==> config.mk <==
export PLATFORM = sky130hd
export DESIGN_NAME = uart_tx_arbiter
export DESIGN_NICKNAME = d
export VERILOG_FILES = /design/src/rtl/uart_pkg.sv /design/src/rtl/uart_rr_pick.sv /design/src/rtl/uart_tx_arbiter.sv
export SDC_FILE = /design/constraint.sdc
export NUM_CORES = 1
export LEC_CHECK = 0
export CAP_MARGIN = 5
export CORE_MARGIN = 4
export CORE_UTILIZATION = 45
export CTS_CLUSTER_SIZE = 30
export DETAILED_ROUTE_END_ITERATION = 12
export PLACE_DENSITY = 0.71
export SLEW_MARGIN = 10
export SYNTH_ARGS = -nofsm -noshare
export SYNTH_HDL_FRONTEND = slang
export SYNTH_SLANG_ARGS = --single-unit
==> constraint.sdc <==
create_clock -name clk -period 2.4 [get_ports clk]
set_input_delay 0.36 -clock clk [delete_from_list [all_inputs] [get_ports clk]]
set_output_delay 0.36 -clock clk [all_outputs]
set_load 0.02 [all_outputs]
==> src/rtl/uart_pkg.sv <==
// Shared types and constants for the uart transmit path.
// Arbiter state encoding and the tx handshake timing.
package uart_pkg;

   localparam int BYTE_W = 8;

   // cycles to wait for tx_rdy to drop after a tx_start
   localparam int TX_BUSY_WAIT = 4;

   typedef enum logic [1:0] {
      IDLE,
      WAIT_BUSY,
      WAIT_DONE,
      LOCKED
   } arb_state_t;

   function automatic int idx_w(input int n);
      return (n > 1) ? $clog2(n) : 1;
   endfunction

endpackage

==> src/rtl/uart_rr_pick.sv <==
// Round-robin picker: first set req bit at or after ptr.
// Purely combinational; returns a one-hot and an index.
module uart_rr_pick
   import uart_pkg::*;
#(
   parameter int N = 2,
   localparam int IW = idx_w(N)
) (
   input  logic [N-1:0]  req,
   input  logic [IW-1:0] ptr,
   output logic          valid,
   output logic [N-1:0]  onehot,
   output logic [IW-1:0] idx
);

   logic [IW-1:0] j;

   // scan ptr, ptr+1, ... wrapping, keep the first hit
   always_comb begin
      valid  = 1'b0;
      onehot = '0;
      idx    = '0;
      j      = '0;
      for (int k = 0; k < N; k++) begin
         j = IW'((int'(ptr) + k) % N);
         if (!valid && req[j]) begin
            valid     = 1'b1;
            onehot[j] = 1'b1;
            idx       = j;
         end
      end
   end

endmodule

==> src/rtl/uart_tx_arbiter.sv <==
// Round-robin arbiter sharing one uart_tx between N sources.
// An owner keeps the transmitter until its last byte or a timeout.
module uart_tx_arbiter
   import uart_pkg::*;
#(
   parameter int N            = 2,
   parameter int IDLE_TIMEOUT = 1024,
   parameter int BUSY_WAIT    = TX_BUSY_WAIT
) (
   input  logic                clk,
   input  logic                rst,
   input  logic [N-1:0]        req,
   input  logic [BYTE_W*N-1:0] din,
   input  logic [N-1:0]        last,
   output logic [N-1:0]        ack,
   output logic [N-1:0]        grant,
   output logic                tx_start,
   output logic [BYTE_W-1:0]   tx_din,
   input  logic                tx_rdy,
   output logic                busy
);

   localparam int IW = idx_w(N);
   localparam int CW = $clog2(IDLE_TIMEOUT + 1);
   localparam int BW = $clog2(BUSY_WAIT + 1);

   localparam logic [CW-1:0] IT_LAST = CW'(IDLE_TIMEOUT - 1);
   localparam logic [BW-1:0] BW_LAST = BW'(BUSY_WAIT - 1);

   arb_state_t state, state_d;

   logic [IW-1:0]     ptr_q, ptr_d;
   logic [IW-1:0]     own_q, own_d;
   logic              lock_q, lock_d;
   logic [CW-1:0]     icnt_q, icnt_d;
   logic [BW-1:0]     bcnt_q, bcnt_d;
   logic [N-1:0]      ack_d, grant_d;
   logic              start_d;
   logic [BYTE_W-1:0] din_d;

   logic              pick_v;
   logic [N-1:0]      pick_oh;
   logic [IW-1:0]     pick_idx;

   logic [BYTE_W-1:0] din_a [N];

   function automatic logic [IW-1:0] wrap_inc(
      input logic [IW-1:0] i
   );
      return (int'(i) == N - 1) ? '0 : i + 1'b1;
   endfunction

   uart_rr_pick #(
      .N(N)
   ) u_pick (
      .req    (req),
      .ptr    (ptr_q),
      .valid  (pick_v),
      .onehot (pick_oh),
      .idx    (pick_idx)
   );

   // split the flat byte bus into per-requester lanes
   always_comb begin
      for (int k = 0; k < N; k++) begin
         din_a[k] = din[k*BYTE_W +: BYTE_W];
      end
   end

   // next state, next owner and next registered outputs
   always_comb begin
      state_d = state;
      ptr_d   = ptr_q;
      own_d   = own_q;
      lock_d  = lock_q;
      icnt_d  = icnt_q;
      bcnt_d  = bcnt_q;
      ack_d   = '0;
      start_d = 1'b0;
      grant_d = grant;
      din_d   = tx_din;
      unique case (state)
         IDLE: begin
            if (tx_rdy && pick_v) begin
               own_d   = pick_idx;
               din_d   = din_a[pick_idx];
               start_d = 1'b1;
               ack_d   = pick_oh;
               grant_d = pick_oh;
               lock_d  = ~last[pick_idx];
               bcnt_d  = '0;
               state_d = WAIT_BUSY;
            end
         end
         WAIT_BUSY: begin
            if (!tx_rdy || bcnt_q == BW_LAST) begin
               state_d = WAIT_DONE;
            end else begin
               bcnt_d = bcnt_q + 1'b1;
            end
         end
         WAIT_DONE: begin
            if (tx_rdy) begin
               if (lock_q) begin
                  icnt_d  = '0;
                  state_d = LOCKED;
               end else begin
                  ptr_d   = wrap_inc(own_q);
                  grant_d = '0;
                  state_d = IDLE;
               end
            end
         end
         LOCKED: begin
            if (req[own_q]) begin
               if (tx_rdy) begin
                  din_d   = din_a[own_q];
                  start_d = 1'b1;
                  ack_d   = grant;
                  lock_d  = ~last[own_q];
                  bcnt_d  = '0;
                  icnt_d  = '0;
                  state_d = WAIT_BUSY;
               end
            end else if (icnt_q == IT_LAST) begin
               ptr_d   = wrap_inc(own_q);
               grant_d = '0;
               lock_d  = 1'b0;
               icnt_d  = '0;
               state_d = IDLE;
            end else begin
               icnt_d = icnt_q + 1'b1;
            end
         end
         default: begin
            state_d = IDLE;
         end
      endcase
   end

   // state, arbitration context and all outputs
   always_ff @(posedge clk or negedge rst) begin
      if (!rst) begin
         state    <= IDLE;
         ptr_q    <= '0;
         own_q    <= '0;
         lock_q   <= 1'b0;
         icnt_q   <= '0;
         bcnt_q   <= '0;
         ack      <= '0;
         grant    <= '0;
         tx_start <= 1'b0;
         tx_din   <= '0;
         busy     <= 1'b0;
      end else begin
         state    <= state_d;
         ptr_q    <= ptr_d;
         own_q    <= own_d;
         lock_q   <= lock_d;
         icnt_q   <= icnt_d;
         bcnt_q   <= bcnt_d;
         ack      <= ack_d;
         grant    <= grant_d;
         tx_start <= start_d;
         tx_din   <= din_d;
         busy     <= (state_d != IDLE);
      end
   end

endmodule

; ---- Yosys cells after proc, flatten, opt, wreduce, memory -nomap -nowiden
; Cells that the tools add are included.
[totals]
reg_bits = 33
in_bits = 23
output_inout_bits = 14
elab_cells = 138
[op_classes]
add_sub_neg = 4
n_lt_le_gt_ge = 8
eq_ne = 16
mux = 74
bitwise_logic = 5
reduce_logical = 20
[ops]
columns = cell, n
row1 = 8-bit two-way mux, 9
row2 = 11-bit two-way mux, 5
row3 = 2-bit two-way mux, 17
row4 = 1-bit two-way mux, 28
row5 = 11-bit case mux with 2 select lines, 1
row6 = 2-bit inequality test (second input constant), 9
row7 = 8-bit case mux with 2 select lines, 1
row8 = 3-bit two-way mux, 4
row9 = 4-bit AND reduction, 3
row10 = 11-bit by 1-bit adder with 11-bit output (second input constant), 1
row11 = 11-bit by 10-bit equality test with 1-bit output (second input constant), 1
row12 = 5-bit AND reduction, 2
row13 = 3-bit case mux with 3 select lines, 1
row14 = 1-bit by 2-bit < comparator with 1-bit output (second input constant), 4
row15 = 2-bit case mux with 4 select lines, 1
row16 = 3-bit inequality test (second input constant), 2
row17 = 1-bit case mux with 2 select lines, 3
row18 = 2-bit case mux with 3 select lines, 1
row19 = 6-bit AND reduction, 1
row20 = 2-bit nonzero test, 3
row21 = 3-bit nonzero test, 2
row22 = 2-bit equality test (second input constant), 2
row23 = 2-bit >= comparator (second input constant), 2
row24 = 1-bit logical AND, 4
row25 = 14 further kinds, 20

; ---- Depth between registers and ports, before layout
; Gate-level depths: netlist of the first run.
[logic_depth]
ltp_word = 12
ltp_mapped = 7
ltp_nobuf = 6

; ---- Hierarchy
; Synthesis of the first run repeated with hierarchy kept, for this count alone.
[hier_totals]
hier_cells = 203
hier_area_um2 = 1998.2
[by_module_without_submodules]
columns = module, n_inst, cells_per_inst, area_per_inst_um2
row1 = uart_tx_arbiter, 1, 198, 1965.6
row2 = uart_rr_pick, 1, 5, 32.5

; ---- Least setup slack after synthesis of the first run
; Ideal clock, no wire load.
[synth_timing]
path_kind = flip-flop to flip-flop
startpoint = register state[1]
endpoint = register tx_din[0]
setup_ps = 125
t_arrival_ps = 1938
setup_slack_ps = 337
path_stages_with_launch = 7
n_path_buf = 1
path_cell_list = dfrtp_1 > inv_1 > ha_1 > clkbuf_1 > nor2_1 > a2111oi_4 > mux2_2
[synth_via]
elab_chain_len = 3
elab_cells_between_ends = 8
[synth_lines]
columns = element, line
row1 = from (decl), uart_tx_arbiter.sv:30  ; arb_state_t state, state_d;
row2 = from (signal assigned), uart_tx_arbiter.sv:156  ; state <= state_d;
row3 = 2-bit equality test / 2-bit zero test (equally long branches), uart_tx_arbiter.sv:82  ; unique case (state)
row4 = 2-bit inequality test (no source line) / 2-bit nonzero test (equally long branches), n/a
row5 = 4-bit AND reduction (no source line), n/a
row6 = to (signal assigned), uart_tx_arbiter.sv:165  ; tx_din <= din_d;
row7 = to (decl), uart_tx_arbiter.sv:18  ; output logic [BYTE_W-1:0] tx_din,
; Several ways; a longest one is shown, not always the timed one.
; A chain may end at the register's enable or synchronous reset.

; ---- Worst setup path after layout of the first run
[layout_timing]
startpoint = register own_q
endpoint = register ptr_q
[layout_via]
elab_chain_len = 5
elab_cells_between_ends = 11
[layout_lines]
columns = element, line
row1 = from (decl), uart_tx_arbiter.sv:33  ; logic [IW-1:0] own_q, own_d;
row2 = from (signal assigned), uart_tx_arbiter.sv:158  ; own_q <= own_d;
row3 = 1-bit adder, uart_tx_arbiter.sv:50  ; return (int'(i) == N - 1) ? '0 : i + 1'b1;
row4 = 1-bit two-way mux, uart_tx_arbiter.sv:50
row5 = 1-bit two-way mux (on tied branches), "uart_tx_arbiter.sv:125, uart_tx_arbiter.sv:104"
row6 = 1-bit two-way mux (on tied branches), "uart_tx_arbiter.sv:115, uart_tx_arbiter.sv:103"
row7 = 1-bit case mux with 2 select lines, uart_tx_arbiter.sv:82
row8 = to (signal assigned), uart_tx_arbiter.sv:157  ; ptr_q <= ptr_d;
row9 = to (decl), uart_tx_arbiter.sv:32  ; logic [IW-1:0] ptr_q, ptr_d;
; Several ways; a longest one is shown, not always the timed one. The select of a mux whose other input is x is not followed.

==> summary.md, run 1 <==
| Metric | Value |
|---|---|
| Status | `complete, no violations` |
| Via-to-Cell Ratio | `5.82` |
| Total of max-cap violations | `0` |
| First-pass GRT wire length | `8000 µm` |
| CP Launch Type | `flop` |
| Antenna viol nets, final | `0` |
| Ports | `37` |
| DP HPWL | `3510 µm` |
| Slew @ Worst Pin | `482 ps` |
| Layout area overhead | `28.3%` |
| Final Core Density | `60.5%` |
| CTS tree | `built` |
| Starting Density | `47.1%` |
| Max FO, Critical Path | `8` |
| Reg2reg end | `ptr_q` |
| Worst r2r path cells | `4` |
| Synth top area cells | `dfrtp_1, mux2_2, ha_1` |
| Top FF cell, synth | `dfrtp_1` |
| Layer with the highest usage | `met2` |
| Min-delay worst type | `in2async` |
| Fmax | `0.470 GHz` |
| Final hold violation count | `0` |
| Leakage | `1.14 nW` |
| Seq/Total Area, Yosys | `40.0%` |
| Hold-fix buffers, CTS | `0` |
| Req. time, crit path | `2570 ps` |
| Setup-failing EPs final | `0` |
| Syn Nets | `242` |
| Die W | `75.8 µm` |
| Post-synth top cells | `dfrtp_1, mux2_2, nand2_1` |
| Core Footprint | `4380 µm²` |
| GRT Resource Usage Total | `18.0%` |
| Port bufs | `36` |
| Remaining DRCs | `0` |
| Fillers | `384` |
| Final Wtd Congestion | `0.928` |
| Largest net degree at the start of global routing | `34` |
| Post-CTS setup buffers | `0` |
| Final WL | `4690 µm` |
| Max-slew violation count | `0` |
| GRT met3 Usage | `6.46%` |
| Nets@finish | `290` |
| Antenna diodes | `0` |
| Top cell type's share of synthesized area | `40.0%` |
| H-tree depth | `2` |
| Setup crit end kind | `flop` |
| Vias | `1816` |
| Met1 usage | `22.4%` |
| Min cycle time layout | `2130 ps` |
| Mapped cell area | `2070 µm²` |
| R2R Setup Slk | `270 ps` |
| Vias in the first global route | `1812` |
| Flops & latches, synth | `33` |
| CTS max path bufs | `2` |
| Initial antenna violation count | `0` |
| Post-synth top area cell | `dfrtp_1` |
| Skew final | `3.61 ps` |
| Die Y | `75.8 µm` |
| Synth async-reset ratio | `100%` |
| M2 GR Usage | `29.4%` |
| Clock Sink Count | `33` |
| Full die area | `5740 µm²` |
| Clk Tree Root Cell | `clkbuf_8` |
| P per Cell Area | `1130 nW/µm²` |
| Synth Area per Inst | `9.79 µm²` |
| Post-Synthesis Cells | `211` |
| Clk Latency, worst-skew pair | `290 ps` |
| Worst R2R Start | `own_q` |
| Proportion of layout cells with a drive suffix above 1 | `18.1%` |
| Count leader, synth | `dfrtp_1` |
| Post_cts resized | `0` |
| Peak supply drop | `0.569 mV` |
| TNS Setup | `0 ps` |
| DRT iter0 DRCs | `191` |
| Warnings from Yosys | `0` |
| Crit path arrival time | `2300 ps` |
| Detailed Routing Iterations Pass 1 | `4` |
| RSZ-0062 raised after global routing | `false` |
| Relative slew slack | `67.6%` |
| EDFF count, synth | `0` |
| Final period utilization | `88.7%` |
| Num CTS Buffers | `5` |
| Grt total ovfl | `0` |
| Synth unique cells | `46` |
| WL/cell | `15.0 µm` |
| WS Path Type | `reg2reg` |
| Row count | `24` |
| CTS clk-pin slew, worst paths | `70 ps` |
==> flip-flops by register name, indices dropped and copies added (netlist names) <==
name / cells
icnt_q: 11
tx_din: 8
bcnt_q: 3
ack: 2
grant: 2
state: 2
busy: 1
lock_q: 1
own_q: 1
ptr_q: 1
tx_start: 1
==> kinds of logic after synthesis <==
group	synth area share (%)
AOI/OAI and AO/OA	19.7
adders and majority gates	4.85
buffers and inverters	4.42
DFF	40.0
muxes	12.6
and+or+nand+nor	18.4
==> worst max-delay path, stage by stage (launching register included) <==
cell and delay (ps):
dfrtp_1 520, mux2_4 340, or4_4 580, a211oi_2 250, mux2_1 330
==> per-layer routing <==
| layer | part of all wire (%) | wire length, µm |
|---|---|---|
| met1 | 46 | 2140 |
| met2 | 44 | 2060 |
| met3 | 8.7 | 407 |
| met4 | 1.6 | 73 |
| met5 | 0 | 0 |
==> where the power goes <==
group	internal, mW	switching (mW)	total [mW]
sequential	0.761	0.174	0.935
clock	0.259	0.203	0.462
combinational	0.818	0.794	1.61
total	1.84	1.17	3.01
==> how the worst max path moves through the flow <==
stage	start	to	cells past startpoint
final	own_q	ptr_q	4
after global routing	state[1]	tx_din[7]	6
after CTS	own_q	ptr_q	4
after detailed placement	req[1]	ptr_q	5
after global placement	req[0]	ptr_q	5
after floorplan	state[1]	tx_din[0]	6
==> per-stage QoR <==
stage	instance area, µm²	setup WS, ps	hold WS [ps]	power [mW]	cells
after floorplan	2070	337	64.4	2.02	211
after global placement	2550	44.8	489	2.53	304
after detailed placement	2550	37.0	499	2.55	304
after CTS	2650	273	485	3.03	312
after global routing	2650	154	526	3.23	312
final	2650	270	469	3.01	312
==> area by class of cell <==
type / count / area (µm²) / area share [%]
inverter: 14 / 52.6 / 1.98
tap: 52 / 65.1 / 2.45
clock buffer: 7 / 96.3 / 3.63
sequential: 33 / 826 / 31.1
timing repair buffer: 49 / 458 / 17.3
clock inverter: 1 / 5.00 / 0.189
multi-input combinational: 156 / 1150 / 43.3
==> cells in the final DEF, fill, tap and decap left out, types with 3 or more instances in the layout <==
| cell type | count |
|---|---|
| inv_1 | 14 |
| dfrtp_1 | 33 |
| o21ai_0 | 8 |
| nand2_1 | 18 |
| ha_1 | 8 |
| nand2b_1 | 5 |
| a21oi_1 | 9 |
| and3_1 | 8 |
| clkbuf_8 | 7 |
| nand4_1 | 7 |
| o31ai_1 | 5 |
| mux2_2 | 19 |
| nand4b_1 | 3 |
| nor2_1 | 8 |
| nand3_1 | 10 |
| a22o_1 | 5 |
| buf_4 | 13 |
| clkdlybuf4s50_1 | 36 |
| a31oi_1 | 8 |
Note: power is estimated with default switching activity, not from simulation.
==> run 2, diff against run 1 <==
GPL_TIMING_DRIVEN = 0   (was not set)
SLEW_MARGIN = 40   (was 10)
==> summary.md, run 2 (synthesized netlist as in run 1, its figures left out) <==
| Metric | Value |
|---|---|
| Placed inst area | `2510 µm²` |
| Die W | `75.8 µm` |
| H-tree depth | `2` |
| Vias in the first global route | `1815` |
| Most common cell after layout, fill and taps aside | `clkdlybuf4s50_1` |
| Nets@finish | `289` |
| Grt total ovfl | `0` |
| CTS clk-pin slew, worst paths | `70 ps` |
| Die Y | `75.8 µm` |
| Reg with most FFs | `icnt_q` |
| Num CTS Buffers | `5` |
| Fin area | `2690 µm²` |
| Relative slew slack | `64.3%` |
| Antenna diodes | `0` |
| Max FO, Critical Path | `8` |
| Final hold violation count | `0` |
| Crit path arrival time | `2440 ps` |
| WS Path Type | `reg2reg` |
| Layout area overhead | `30.2%` |
| Full die area | `5740 µm²` |
| Req. time, crit path | `2570 ps` |
| Placed insts | `300` |
| Core Footprint | `4380 µm²` |
| Max-slew violation count | `0` |
| Final WL | `4750 µm` |
| Total of max-cap violations | `0` |
| Largest net degree at the start of global routing | `21` |
| Remaining DRCs | `0` |
| Clock Sink Count | `33` |
| CTS max path bufs | `2` |
| Skew final | `5.39 ps` |
| DP HPWL | `3530 µm` |
| P per Cell Area | `1180 nW/µm²` |
| Hold slack | `511 ps` |
| Post-route non-filler standard cell count | `311` |
| Final period utilization | `94.5%` |
| Initial antenna violation count | `0` |
| Total power | `3.18 mW` |
| Fillers | `394` |
| Ports | `37` |
| Clk Tree Root Cell | `clkbuf_8` |
| Detailed Routing Iterations Pass 1 | `4` |
| Row count | `24` |
| Clk Latency, worst-skew pair | `280 ps` |
| Port bufs | `36` |
| Leakage | `1.14 nW` |
| Final Core Density | `61.4%` |
| Setup-failing EPs final | `0` |
| GRT Resource Usage Total | `19.1%` |
| DRT iter0 DRCs | `132` |
| Multi-input logic area | `1160 µm²` |
| Via-to-Cell Ratio | `5.86` |
| Vias | `1822` |
| FF+latch area | `826 µm²` |
| Antenna viol nets, final | `0` |
| Proportion of layout cells with a drive suffix above 1 | `16.2%` |
| Min-delay worst type | `in2async` |
| CP Launch Type | `flop` |
| Min cycle time layout | `2270 ps` |
| Final Wtd Congestion | `0.861` |
| Status | `complete, no violations` |
| Peak supply drop | `0.787 mV` |
| First-pass GRT wire length | `8320 µm` |
| Commonest cells after routing, fill and taps aside | `clkdlybuf4s50_1, dfrtp_1, mux2_2` |
| Top Registers | `icnt_q x11, tx_din x8, bcnt_q x3` |
| Setup crit end kind | `flop` |
| Slew @ Worst Pin | `535 ps` |
| Fmax | `0.441 GHz` |
| Max FFs per register | `11` |
| CTS tree | `built` |
| WL/cell | `15.3 µm` |
| Starting Density | `47.1%` |
==> run 2: cell types whose count changed in the layout (fill, tap and decap cells not counted), sizes merged <==
cell / change
dlygate4sd3: +1
bufinv: +2
buf: -7
clkbuf: +4
dlymetal6s2s: +1
clkdlybuf4s50: -2
==> run 2: where the power goes <==
part           switching, mW  total (mW)  internal, mW
clock network          0.205       0.618         0.412
logic                  0.836        1.65         0.813
registers              0.153       0.914         0.760
total                   1.19        3.18          1.99
==> run 2: worst paths after layout <==
kind | startpoint | to | slack (ps) | cells past startpoint
worst max-delay path | state[0] | tx_din[3] | 130 | 7
worst min-delay path | rst | tx_din[4] | 510 | 2
worst max register to register | state[0] | tx_din[3] | 130 | 7
worst min register to register | tx_din[7] | tx_din[7] | 510 | 1
max in group asynchronous | rst | icnt_q[9] | 1470 | 3
min in group clk | tx_din[7] | tx_din[7] | 510 | 1
==> run 2: layer usage <==
layer	track usage [%]	part of all wire (%)	up-vias
met5	0	0	-
met4	6.80	0	0
met3	7.26	7.9	0
met2	30.9	48	57
met1	23.2	44	882
li1	-	-	883
==> run 2: critical path: stages, from the launching register on <==
cell and delay, ps:
dfrtp_1 440, ha_1 210, buf_2 170, inv_1 180, a31o_2 180, clkbuf_1 330
mux2_2 380, mux2_2 260
==> run 2: timing repair <==
action                                  in CTS  in global routing
endpoints found under the setup margin       1                 14
setup buffers                                0                  2
hold buffers                                 1                  0
endpoints found under the hold margin       13                  0
pin swaps                                    1                  3
resized for setup                            0                  4
==> run 2: per-stage QoR <==
| step | setup TNS (ps) | worst slack, ps |
|---|---|---|
| 2_1_floorplan | 0 | 337 |
| 3_3_place_gp | -1860 | -171 |
| 3_5_place_dp | -2080 | -211 |
| 4_1_cts | 0 | 2.46 |
| 5_1_grt | -20.2 | -7.99 |
| 6_report | 0 | 131 |
==> run 2: layout make-up <==
class,instances,share of cell area [%]
multi-input combinational,156,43.3
sequential,33,30.7
timing repair buffer,40,15.3
clock buffer,5,2.56
clock inverter,3,2.42
tap,52,2.42
inverter,14,1.95
buffer,8,1.44
==> run 3, diff against run 2 <==
PLACE_DENSITY = 0.7   (was 0.71)
==> summary.md, run 3 (synthesized netlist as in run 1, its figures left out) <==
| Metric | Value |
|---|---|
| Vias in the first global route | `1772` |
| Top Registers | `icnt_q x11, tx_din x8, bcnt_q x3` |
| Clk Tree Root Cell | `clkbuf_8` |
| Die W | `75.8 µm` |
| Crit path max-delay cell type | `or4_4` |
| Grt total ovfl | `0` |
| Peak supply drop | `0.535 mV` |
| CP peak stage delay | `590 ps` |
| Leakage | `1.14 nW` |
| Max-slew violation count | `0` |
| CTS max path bufs | `2` |
| Total power | `3.03 mW` |
| WS Path Type | `in2reg` |
| Commonest cells after routing, fill and taps aside | `clkdlybuf4s50_1, dfrtp_1, mux2_2` |
| Final period utilization | `95.5%` |
| Reg with most FFs | `icnt_q` |
| Most common cell after layout, fill and taps aside | `clkdlybuf4s50_1` |
| CP Launch Type | `input port` |
| Proportion of layout cells with a drive suffix above 1 | `16.8%` |
| Min-delay worst type | `in2async` |
| Layout area overhead | `29.5%` |
| Vias | `1844` |
| DP HPWL | `3480 µm` |
| Ports | `37` |
| GRT Resource Usage Total | `18.6%` |
| First-pass GRT wire length | `8240 µm` |
| Total of max-cap violations | `0` |
| Antenna diodes | `0` |
| Req. time, crit path | `2580 ps` |
| Detailed Routing Iterations Pass 1 | `4` |
| Skew final | `9.23 ps` |
| Dpl ws | `-186 ps` |
| Crit path arrival time | `2470 ps` |
| Die Y | `75.8 µm` |
| Status | `complete, no violations` |
| Max FO, Critical Path | `8` |
| Clock Sink Count | `33` |
| Nets@finish | `292` |
| TNS Setup | `0 ps` |
| Relative slew slack | `63.5%` |
| Worst Setup SP | `req[0]` |
| Setup-failing EPs final | `0` |
| Worst R2R Start | `state[0]` |
| Antenna viol nets, final | `0` |
| Setup crit end kind | `flop` |
| Clk Latency, worst-skew pair | `290 ps` |
| Fillers | `391` |
| Hold slack | `506 ps` |
| Port bufs | `36` |
| Slew @ Worst Pin | `547 ps` |
| Fmax | `0.436 GHz` |
| Row count | `24` |
| Remaining DRCs | `0` |
| Max FFs per register | `11` |
| H-tree depth | `2` |
| Full die area | `5740 µm²` |
| Final Wtd Congestion | `0.867` |
| Largest net degree at the start of global routing | `21` |
| Final hold violation count | `0` |
| DRT iter0 DRCs | `262` |
| Min cycle time layout | `2290 ps` |
| CP cell instances | `clkdlybuf4s50_1, mux2_4, or4_4, a211oi_2, mux2_1` |
| Core Footprint | `4380 µm²` |
| Num CTS Buffers | `5` |
| WL/cell | `15.4 µm` |
| Initial antenna violation count | `0` |
| Final Core Density | `61.0%` |
| P per Cell Area | `1130 nW/µm²` |
| CTS clk-pin slew, worst paths | `70 ps` |
| Final WL | `4830 µm` |
| Via-to-Cell Ratio | `5.87` |
| CTS tree | `built` |
| Final worst setup slack | `108 ps` |
| Starting Density | `47.1%` |
==> run 3: path summary, 6_finish.rpt <==
path | end | slack (ps) | depth (start not counted)
max | ptr_q | 110 | 5
min in group clk | tx_din[2] | 510 | 1
min reg2reg | tx_din[2] | 510 | 1
max reg2reg | tx_din[2] | 120 | 7
min | ack[1] | 510 | 2
max in group asynchronous | bcnt_q[1] | 1470 | 3
==> run 3: routing by layer <==
layer / vias to the layer above / wire, µm / track usage (%)
met3: 7 / 456 / 6.73
met5: - / 0 / 0
met4: 0 / 48 / 5.83
li1: 887 / - / -
met2: 78 / 2230 / 29.1
met1: 872 / 2100 / 23.8
==> run 3: layout make-up <==
class,count,area [µm²],share of cell area (%)
repair buffers,43,430,16.1
flip-flops and latches,33,826,30.9
plain buffers,8,38.8,1.45
inverters,14,52.6,1.96
well taps,52,65.1,2.43
clock inverters,1,5.00,0.187
clock buffers,7,96.3,3.60
multi-input cells,156,1160,43.4
==> run 3: per-stage QoR <==
stage               cell area, µm²  instances
floorplan                     2070        211
global placement              2490        299
detailed placement            2510        300
CTS                           2630        309
global route                  2680        314
finish                        2680        314
==> run 3: worst max-delay path, delay by kind of cell <==
| kind | cells | cell delay (ps) |
|---|---|---|
| mux | 2 | 710 |
| simple gates | 1 | 590 |
| buf+inv | 1 | 560 |
| compound gates | 1 | 250 |
==> run 3: repair_timing <==
action                                  4_1_cts  5_1_grt
endpoints found under the setup margin        1       13
hold buffers                                  1        0
buffers inserted                              0        5
gates resized for setup                       1        1
hold endpoints to repair                     13        0
pin swaps                                     0        3
==> run 3: report_power, final <==
| part | switching, mW | internal [mW] | total [mW] | leakage (nW) |
|---|---|---|---|---|
| sequential | 0.148 | 0.761 | 0.909 | 0.421 |
| clock | 0.205 | 0.259 | 0.464 | 0.0542 |
| combinational | 0.835 | 0.818 | 1.65 | 0.660 |
| total | 1.19 | 1.84 | 3.03 | 1.14 |
